$ cat src/rtl/ct_mmu_sysmap_cfg_pkg.sv
// ============================================================================
// Module   : ct_mmu_sysmap_cfg_pkg
// Brief    : Shared constants for the sysmap configuration block: register
//            index map, reset defaults and FSM state encodings.
// Revision : 1.0 - initial release
// ============================================================================
`default_nettype none

package ct_mmu_sysmap_cfg_pkg;

  // Geometry defaults
  localparam int SYSMAP_ENTRY_NUM  = 8;
  localparam int SYSMAP_ADDR_WIDTH = 28;
  localparam int SYSMAP_FLG_WIDTH  = 5;

  // Reset values of every base/flag (shadow and active)
  localparam logic [27:0] DFLT_BASE = 28'hfffffff;
  localparam logic [4:0]  DFLT_FLG  = 5'b10011;

  // Register index map
  localparam logic [4:0] SYSMAP_IDX_BASE = 5'd0;
  localparam logic [4:0] SYSMAP_IDX_FLG  = 5'd8;
  localparam logic [4:0] SYSMAP_IDX_CTRL = 5'd16;

  // Commit FSM encodings
  localparam logic [1:0] ST_IDLE   = 2'd0;
  localparam logic [1:0] ST_CHECK  = 2'd1;
  localparam logic [1:0] ST_WAIT   = 2'd2;
  localparam logic [1:0] ST_COMMIT = 2'd3;

endpackage

`default_nettype wire

$ cat src/rtl/ct_mmu_sysmap_cfg_entry.sv
// ============================================================================
// Module   : ct_mmu_sysmap_cfg_entry
// Brief    : One sysmap region: shadow base/flag written by software and an
//            active copy loaded from the shadow on commit.
// Revision : 1.0 - initial release
// ============================================================================
`default_nettype none

module ct_mmu_sysmap_cfg_entry #(
  parameter int                    ADDR_WIDTH = 28,
  parameter int                    FLG_WIDTH  = 5,
  parameter logic [ADDR_WIDTH-1:0] DFLT_BASE  = '1,
  parameter logic [FLG_WIDTH-1:0]  DFLT_FLG   = '0
) (
  input  logic                  clk,
  input  logic                  rst,
  input  logic                  i_base_we,
  input  logic                  i_flg_we,
  input  logic [ADDR_WIDTH-1:0] i_base_wdata,
  input  logic [FLG_WIDTH-1:0]  i_flg_wdata,
  input  logic                  i_load,
  output logic [ADDR_WIDTH-1:0] o_shd_base,
  output logic [FLG_WIDTH-1:0]  o_shd_flg,
  output logic [ADDR_WIDTH-1:0] o_act_base,
  output logic [FLG_WIDTH-1:0]  o_act_flg
);

  logic [ADDR_WIDTH-1:0] r_shd_base;
  logic [FLG_WIDTH-1:0]  r_shd_flg;
  logic [ADDR_WIDTH-1:0] r_act_base;
  logic [FLG_WIDTH-1:0]  r_act_flg;

  // Shadow copy: updated by individual software writes
  always_ff @(posedge clk or posedge rst) begin
    if (rst) begin
      r_shd_base <= DFLT_BASE;
      r_shd_flg  <= DFLT_FLG;
    end else begin
      if (i_base_we) r_shd_base <= i_base_wdata;
      if (i_flg_we)  r_shd_flg  <= i_flg_wdata;
    end
  end

  // Active copy: loaded from shadow only on the commit edge
  always_ff @(posedge clk or posedge rst) begin
    if (rst) begin
      r_act_base <= DFLT_BASE;
      r_act_flg  <= DFLT_FLG;
    end else if (i_load) begin
      r_act_base <= r_shd_base;
      r_act_flg  <= r_shd_flg;
    end
  end

  assign o_shd_base = r_shd_base;
  assign o_shd_flg  = r_shd_flg;
  assign o_act_base = r_act_base;
  assign o_act_flg  = r_act_flg;

endmodule

`default_nettype wire

$ cat src/rtl/ct_mmu_sysmap_cfg.sv
// ============================================================================
// Module   : ct_mmu_sysmap_cfg
// Brief    : Programmable writer side of the sysmap table. Register port
//            writes a shadow table; a commit checks monotonic ordering, waits
//            for the MMU to be idle, then atomically loads the active table.
// Options  : SYSMAP_CFG_LOCK_EN - enables the sticky configuration lock.
// Revision : 1.0 - initial release
// ============================================================================
`default_nettype none

module ct_mmu_sysmap_cfg
  import ct_mmu_sysmap_cfg_pkg::*;
#(
  parameter int                    ENTRY_NUM  = SYSMAP_ENTRY_NUM,
  parameter int                    ADDR_WIDTH = SYSMAP_ADDR_WIDTH,
  parameter int                    FLG_WIDTH  = SYSMAP_FLG_WIDTH,
  parameter logic [ADDR_WIDTH-1:0] DFLT_BASE  = ct_mmu_sysmap_cfg_pkg::DFLT_BASE,
  parameter logic [FLG_WIDTH-1:0]  DFLT_FLG   = ct_mmu_sysmap_cfg_pkg::DFLT_FLG
) (
  input  logic                            forever_cpuclk,
  input  logic                            cpurst,
  input  logic                            regs_sysmap_req,
  input  logic                            regs_sysmap_wen,
  input  logic [4:0]                      regs_sysmap_idx,
  input  logic [63:0]                     regs_sysmap_wdata,
  output logic                            sysmap_regs_ack,
  output logic [63:0]                     sysmap_regs_rdata,
  input  logic                            mmu_sysmap_idle,
  output logic [ENTRY_NUM*ADDR_WIDTH-1:0] sysmap_base_addr_flat,
  output logic [ENTRY_NUM*FLG_WIDTH-1:0]  sysmap_flg_flat,
  output logic                            sysmap_cfg_upd
);

  logic [1:0]            r_state;
  logic [1:0]            w_state_nxt;
  logic                  r_ack;
  logic [63:0]           r_rdata;
  logic                  r_upd;
  logic                  r_err;
  logic                  w_locked;
  logic                  w_accept;
  logic                  w_wr_cfg;
  logic                  w_commit_req;
  logic                  w_ordered;
  logic                  w_load;
  logic                  w_chk_fail;
  logic                  w_busy;
  logic [63:0]           w_rd_data;
  logic [ENTRY_NUM-1:0]  w_base_we;
  logic [ENTRY_NUM-1:0]  w_flg_we;
  logic [ENTRY_NUM-1:0]  w_ord;
  logic [ADDR_WIDTH-1:0] w_shd_base [ENTRY_NUM];
  logic [FLG_WIDTH-1:0]  w_shd_flg  [ENTRY_NUM];
  logic                  w_unused_wdata;

  // Reads are always served; writes only when no commit is in progress.
  // Requests seen during the ack cycle are ignored so acks never stack.
  assign w_accept     = regs_sysmap_req && !r_ack && (!regs_sysmap_wen || (r_state == ST_IDLE));
  assign w_wr_cfg     = w_accept && regs_sysmap_wen && !w_locked;
  assign w_commit_req = w_wr_cfg && (regs_sysmap_idx == SYSMAP_IDX_CTRL) && regs_sysmap_wdata[0];
  assign w_ordered    = &w_ord;

  assign w_unused_wdata = &{1'b0, regs_sysmap_wdata[63:ADDR_WIDTH]};

  genvar n;
  generate
    for (n = 0; n < ENTRY_NUM; n++) begin : g_entry
      assign w_base_we[n] = w_wr_cfg && (regs_sysmap_idx == SYSMAP_IDX_BASE + 5'(n));
      assign w_flg_we[n]  = w_wr_cfg && (regs_sysmap_idx == SYSMAP_IDX_FLG + 5'(n));

      ct_mmu_sysmap_cfg_entry #(
        .ADDR_WIDTH (ADDR_WIDTH),
        .FLG_WIDTH  (FLG_WIDTH),
        .DFLT_BASE  (DFLT_BASE),
        .DFLT_FLG   (DFLT_FLG)
      ) u_entry (
        .clk          (forever_cpuclk),
        .rst          (cpurst),
        .i_base_we    (w_base_we[n]),
        .i_flg_we     (w_flg_we[n]),
        .i_base_wdata (regs_sysmap_wdata[ADDR_WIDTH-1:0]),
        .i_flg_wdata  (regs_sysmap_wdata[FLG_WIDTH-1:0]),
        .i_load       (w_load),
        .o_shd_base   (w_shd_base[n]),
        .o_shd_flg    (w_shd_flg[n]),
        .o_act_base   (sysmap_base_addr_flat[n*ADDR_WIDTH +: ADDR_WIDTH]),
        .o_act_flg    (sysmap_flg_flat[n*FLG_WIDTH +: FLG_WIDTH])
      );

      // Monotonic chain: each upper bound must not be below its predecessor
      if (n == 0) begin : g_ord_first
        assign w_ord[n] = 1'b1;
      end else begin : g_ord_rest
        assign w_ord[n] = (w_shd_base[n-1] <= w_shd_base[n]);
      end
    end
  endgenerate

  // FSM state register
  always_ff @(posedge forever_cpuclk or posedge cpurst) begin
    if (cpurst) r_state <= ST_IDLE;
    else        r_state <= w_state_nxt;
  end

  // FSM next-state logic
  always_comb begin
    w_state_nxt = r_state;
    case (r_state)
      ST_IDLE:   if (w_commit_req) w_state_nxt = ST_CHECK;
      ST_CHECK:  w_state_nxt = w_ordered ? ST_WAIT : ST_IDLE;
      ST_WAIT:   if (mmu_sysmap_idle) w_state_nxt = ST_COMMIT;
      ST_COMMIT: w_state_nxt = ST_IDLE;
      default:   w_state_nxt = ST_IDLE;
    endcase
  end

  // FSM outputs
  always_comb begin
    w_load     = (r_state == ST_COMMIT);
    w_chk_fail = (r_state == ST_CHECK) && !w_ordered;
    w_busy     = (r_state != ST_IDLE);
  end

  // Read mux: shadow values zero-extended, control returns status
  always_comb begin
    w_rd_data = '0;
    for (int i = 0; i < ENTRY_NUM; i++) begin
      if (regs_sysmap_idx == SYSMAP_IDX_BASE + 5'(i)) w_rd_data[ADDR_WIDTH-1:0] = w_shd_base[i];
      if (regs_sysmap_idx == SYSMAP_IDX_FLG + 5'(i))  w_rd_data[FLG_WIDTH-1:0]  = w_shd_flg[i];
    end
    if (regs_sysmap_idx == SYSMAP_IDX_CTRL) w_rd_data[2:0] = {w_locked, r_err, w_busy};
  end

  // Ack pulse and read data capture
  always_ff @(posedge forever_cpuclk or posedge cpurst) begin
    if (cpurst) begin
      r_ack   <= 1'b0;
      r_rdata <= '0;
    end else begin
      r_ack   <= w_accept;
      r_rdata <= (w_accept && !regs_sysmap_wen) ? w_rd_data : 64'd0;
    end
  end

  // Update pulse follows the commit edge; error is sticky until a good commit
  always_ff @(posedge forever_cpuclk or posedge cpurst) begin
    if (cpurst) begin
      r_upd <= 1'b0;
      r_err <= 1'b0;
    end else begin
      r_upd <= w_load;
      if (w_chk_fail)  r_err <= 1'b1;
      else if (w_load) r_err <= 1'b0;
    end
  end

`ifdef SYSMAP_CFG_LOCK_EN
  logic r_lock_req;
  logic r_locked;

  // Lock request travels with the commit and takes hold once it lands
  always_ff @(posedge forever_cpuclk or posedge cpurst) begin
    if (cpurst) begin
      r_lock_req <= 1'b0;
      r_locked   <= 1'b0;
    end else begin
      if (w_commit_req)          r_lock_req <= regs_sysmap_wdata[1];
      if (w_load && r_lock_req)  r_locked   <= 1'b1;
    end
  end

  assign w_locked = r_locked;
`else
  assign w_locked = 1'b0;
`endif

  assign sysmap_regs_ack   = r_ack;
  assign sysmap_regs_rdata = r_rdata;
  assign sysmap_cfg_upd    = r_upd;

endmodule

`default_nettype wire

$ cat config.mk
export PLATFORM = sky130hd
export DESIGN_NAME = ct_mmu_sysmap_cfg
export DESIGN_NICKNAME = d
export VERILOG_FILES = /design/src/rtl/ct_mmu_sysmap_cfg_pkg.sv /design/src/rtl/ct_mmu_sysmap_cfg_entry.sv /design/src/rtl/ct_mmu_sysmap_cfg.sv
export SDC_FILE = /design/constraint.sdc
export NUM_CORES = 2
export LEC_CHECK = 0
export CAP_MARGIN = 20
export CORE_UTILIZATION = 25
export CTS_BUF_LIST = sky130_fd_sc_hd__clkbuf_8
export DETAILED_ROUTE_END_ITERATION = 12
export HOLD_SLACK_MARGIN = 0.03
export PLACE_DENSITY_LB_ADDON = 0.1
export SLEW_MARGIN = 20
export SYNTH_ARGS = -nofsm -noshare
export SYNTH_HDL_FRONTEND = slang
export SYNTH_SLANG_ARGS = --single-unit
$ cat constraint.sdc
create_clock -name forever_cpuclk -period 44.7 [get_ports forever_cpuclk]
set_input_delay 8.94 -clock forever_cpuclk [delete_from_list [all_inputs] [get_ports forever_cpuclk]]
set_output_delay 8.94 -clock forever_cpuclk [all_outputs]
set_load 0.05 [all_outputs]
==> out/results.ini <==
[run_status]
status = complete, no violations

[timing]
period_share_pct = 26.8
max_freq_mhz = 83.4
tightest_slew_ns = 1.08
fin_setup_tns_ns = 0
drv_slew = 0
fin_skew_ns = 0.0397
setup_slack_ns = 32.71
hold_violations = 0
slew_headroom_pct = 27.9
setup-violations-final = 0
rsz0062_at_grt = false
period_needed_ns = 11.99

[yosys]
yosysTopAreaCellShare_pct = 46.9
yosysWarnings = 0
ys_top_cells_by_area = dfstp_2 47%, mux2_2 13%, ha_1 8.8%
async_reset_ff_share_pct = 100
yosysTopAreaCell = dfstp_2
synth_cell_type_count = 66
yosysSeqAreaShare_pct = 52.8
syn_area_per_cell_um2 = 11.4
synth_flop_cell = dfstp_2
synthCells = 2440
synth_seq_cells = 561
syn-cell-area_mm2 = 0.0278
synth_edf_count = 0

[routing]
wl_per_cell_um = 24.1
vias_per_cell = 4.67
drt_pass1_iterations = 6
drt-initial-drc-count = 1326
drc = 0
drt-total-wl_um = 105000
antenna_left = 0
vias = 20400

[clock_tree]
cts_buffers = 107
htreeDepth = 3
cts_hold_buf = 0
cts_resized = 0
root_buffer = clkbuf_8
clock_sinks = 561
clock_latency_ns = 0.75
clk_pin_slew_worst_paths_ns = 0.05
cts_buffer_depth = 3
cts_setup_buffers = 0
cts_tree = built

[global_routing]
grt_max_degree = 139
grt_pass1_wl_um = 152000
grt_pass1_vias = 21200
overflow = 0
antenna_found_initial = 6
grt_util_all_layers_pct = 18.6

[cells_and_area]
drive_gt1_share_pct = 35.5
fin_cells = 4367
area_delta_synth_final_pct = 25.5
finalNetCount = 3066
stdcell_area_mm2 = 0.0349

[setup_path]
arrival_ns = 12.64
critPathMaxFanout = 28
reg2regPathDepth = 10
crit_required_ns = 45.35
start_kind = input port
worstSetupEndpointType = flip-flop
crit_type = in2reg

[floorplan]
rows = 121
initial_core_util_pct = 25.4
die_w_um = 335
die_y_um = 335
die_area_mm2 = 0.112
io_pins = 404
coreArea_mm2 = 0.109

[placement]
hpwl_um = 78800
dpl.cell_count = 4161
place_congestion = 0.862
port_buffers = 331
postPlaceCellArea_mm2 = 0.0326
pre_cts_ws_ns = 31.93

[run]
drv_cap = 0

[hold_path]
hp-class = reg2reg
hold_path_depth = 2

[power_and_ir_drop]
power_density_mw_per_mm2 = 40.2
max-vdd-ir-drop_mv = 0.0156
p_leak_nw = 14.0

[final timing paths]
check / startpoint / slack [ns] / end
worst max-delay path: regs_sysmap_idx[3] / 32.71 / g_entry[5].u_entry.o_shd_base[15]
worst min-delay path: g_entry[7].u_entry.o_act_base[12] / 0.48 / g_entry[7].u_entry.o_act_base[12]
worst max register to register: g_entry[7].u_entry.o_shd_base[27] / 40.78 / r_err
worst min register to register: g_entry[7].u_entry.o_act_base[12] / 0.48 / g_entry[7].u_entry.o_act_base[12]
max in group asynchronous: cpurst / 33.70 / sysmap_regs_rdata[16]
min in group asynchronous: cpurst / 8.73 / sysmap_regs_rdata[20]
[layout by cell type, fill, tap and decap left out, types with 3 or more instances in the layout]
cell type	n
a2111oi_0	5
a211oi_1	12
a21o_1	19
a21oi_1	93
a221o_1	23
a221oi_1	5
a222oi_1	4
a22oi_1	67
a31oi_1	30
and3_1	4
and4_1	4
buf_4	21
clkbuf_8	139
clkdlybuf4s50_1	330
clkinv_2	6
conb_1	36
dfrtp_1	65
dfstp_2	496
diode_2	5
ha_1	196
inv_1	257
mux2_2	332
mux2i_1	8
nand2_1	269
nand2_2	7
nand2b_1	8
nand3_1	18
nand4_1	42
nor2_1	36
nor2b_1	10
nor3_1	14
nor3_2	4
nor4_1	3
o211ai_1	11
o21a_1	5
o21ai_0	245
o22ai_1	8
or4_1	4
[cell usage after synthesis, types with 10 or more instances]
cell and instances:
a211oi_1 12, clkbuf_1 79, buf_1 12, ha_1 196
nor2_1 36, a22oi_1 67, o21ai_0 245, nor3_1 16
dfstp_2 496, mux2_2 332, buf_4 36, a221o_1 23
nand4_1 42, a21oi_1 93, a31oi_1 30, o211ai_1 11
nand3_1 18, nand2_1 275, inv_1 207, dfrtp_1 65
nor2b_1 10, a21o_1 19, buf_2 16
[state kept, by name (all words and copies together) (netlist names), named ones only]
signal                      flops
g_entry.u_entry.o_act_base    224
r_state                         1
g_entry.u_entry.o_shd_flg      40
sysmap_regs_rdata              28
g_entry.u_entry.o_act_flg      40
sysmap_cfg_upd                  1
sysmap_regs_ack                 1
g_entry.u_entry.o_shd_base    224
r_err                           1
[report_power, final]
group	total [mW]	switching (mW)	internal, mW
Combinational	0.280	0.182	0.0987
Sequential	0.607	0.0412	0.566
Clock	0.513	0.231	0.282
Total	1.40	0.454	0.946
[area by class of cell]
cell class | count | area (um^2)
clock inverters | 60 | 268
clock buffers | 139 | 1910
fillers | 11100 | 74600
repair buffers | 355 | 3530
diodes | 5 | 12.5
multi-input cells | 1563 | 11800
inverters | 208 | 788
flip-flops and latches | 561 | 14700
well taps | 1476 | 1850
[layer usage]
metal	wire, um	GRT usage [%]
met3	5330	3.30
met4	2440	5.24
met5	0	0
met2	52000	32.1
met1	45600	23.7
[critical path, cell delays in order]
cell and delay (ns):
clkdlybuf4s50_1 0.48, inv_1 0.46, nand2_1 0.48, nor2_4 0.94, nand2_2 0.81, mux2_2 0.52
[through the flow]
step / hold slack, ns / power (mW) / util (%)
floorplan: 0.451 / 0.769 / -
global route: 0.493 / 1.48 / 31.8
finish: 0.477 / 1.40 / 31.8
detailed placement: 0.474 / 0.897 / 29.8
CTS: 0.482 / 1.43 / 31.8
global placement: 0.472 / 0.891 / 29.8
[kinds of logic after synthesis]
family                   after synthesis  share of synthesized area, %
flip-flops                           561                          52.8
adder cells (fa/ha/maj)              196                          8.83
buffers and inverters                351                          5.30
multiplexers                         342                          13.9
AO/OA/AOI/OAI                        548                          12.0
other                                  1                        0.0135
AND/OR/NAND/NOR                      441                          7.16
(Power assumes the default switching activity.)
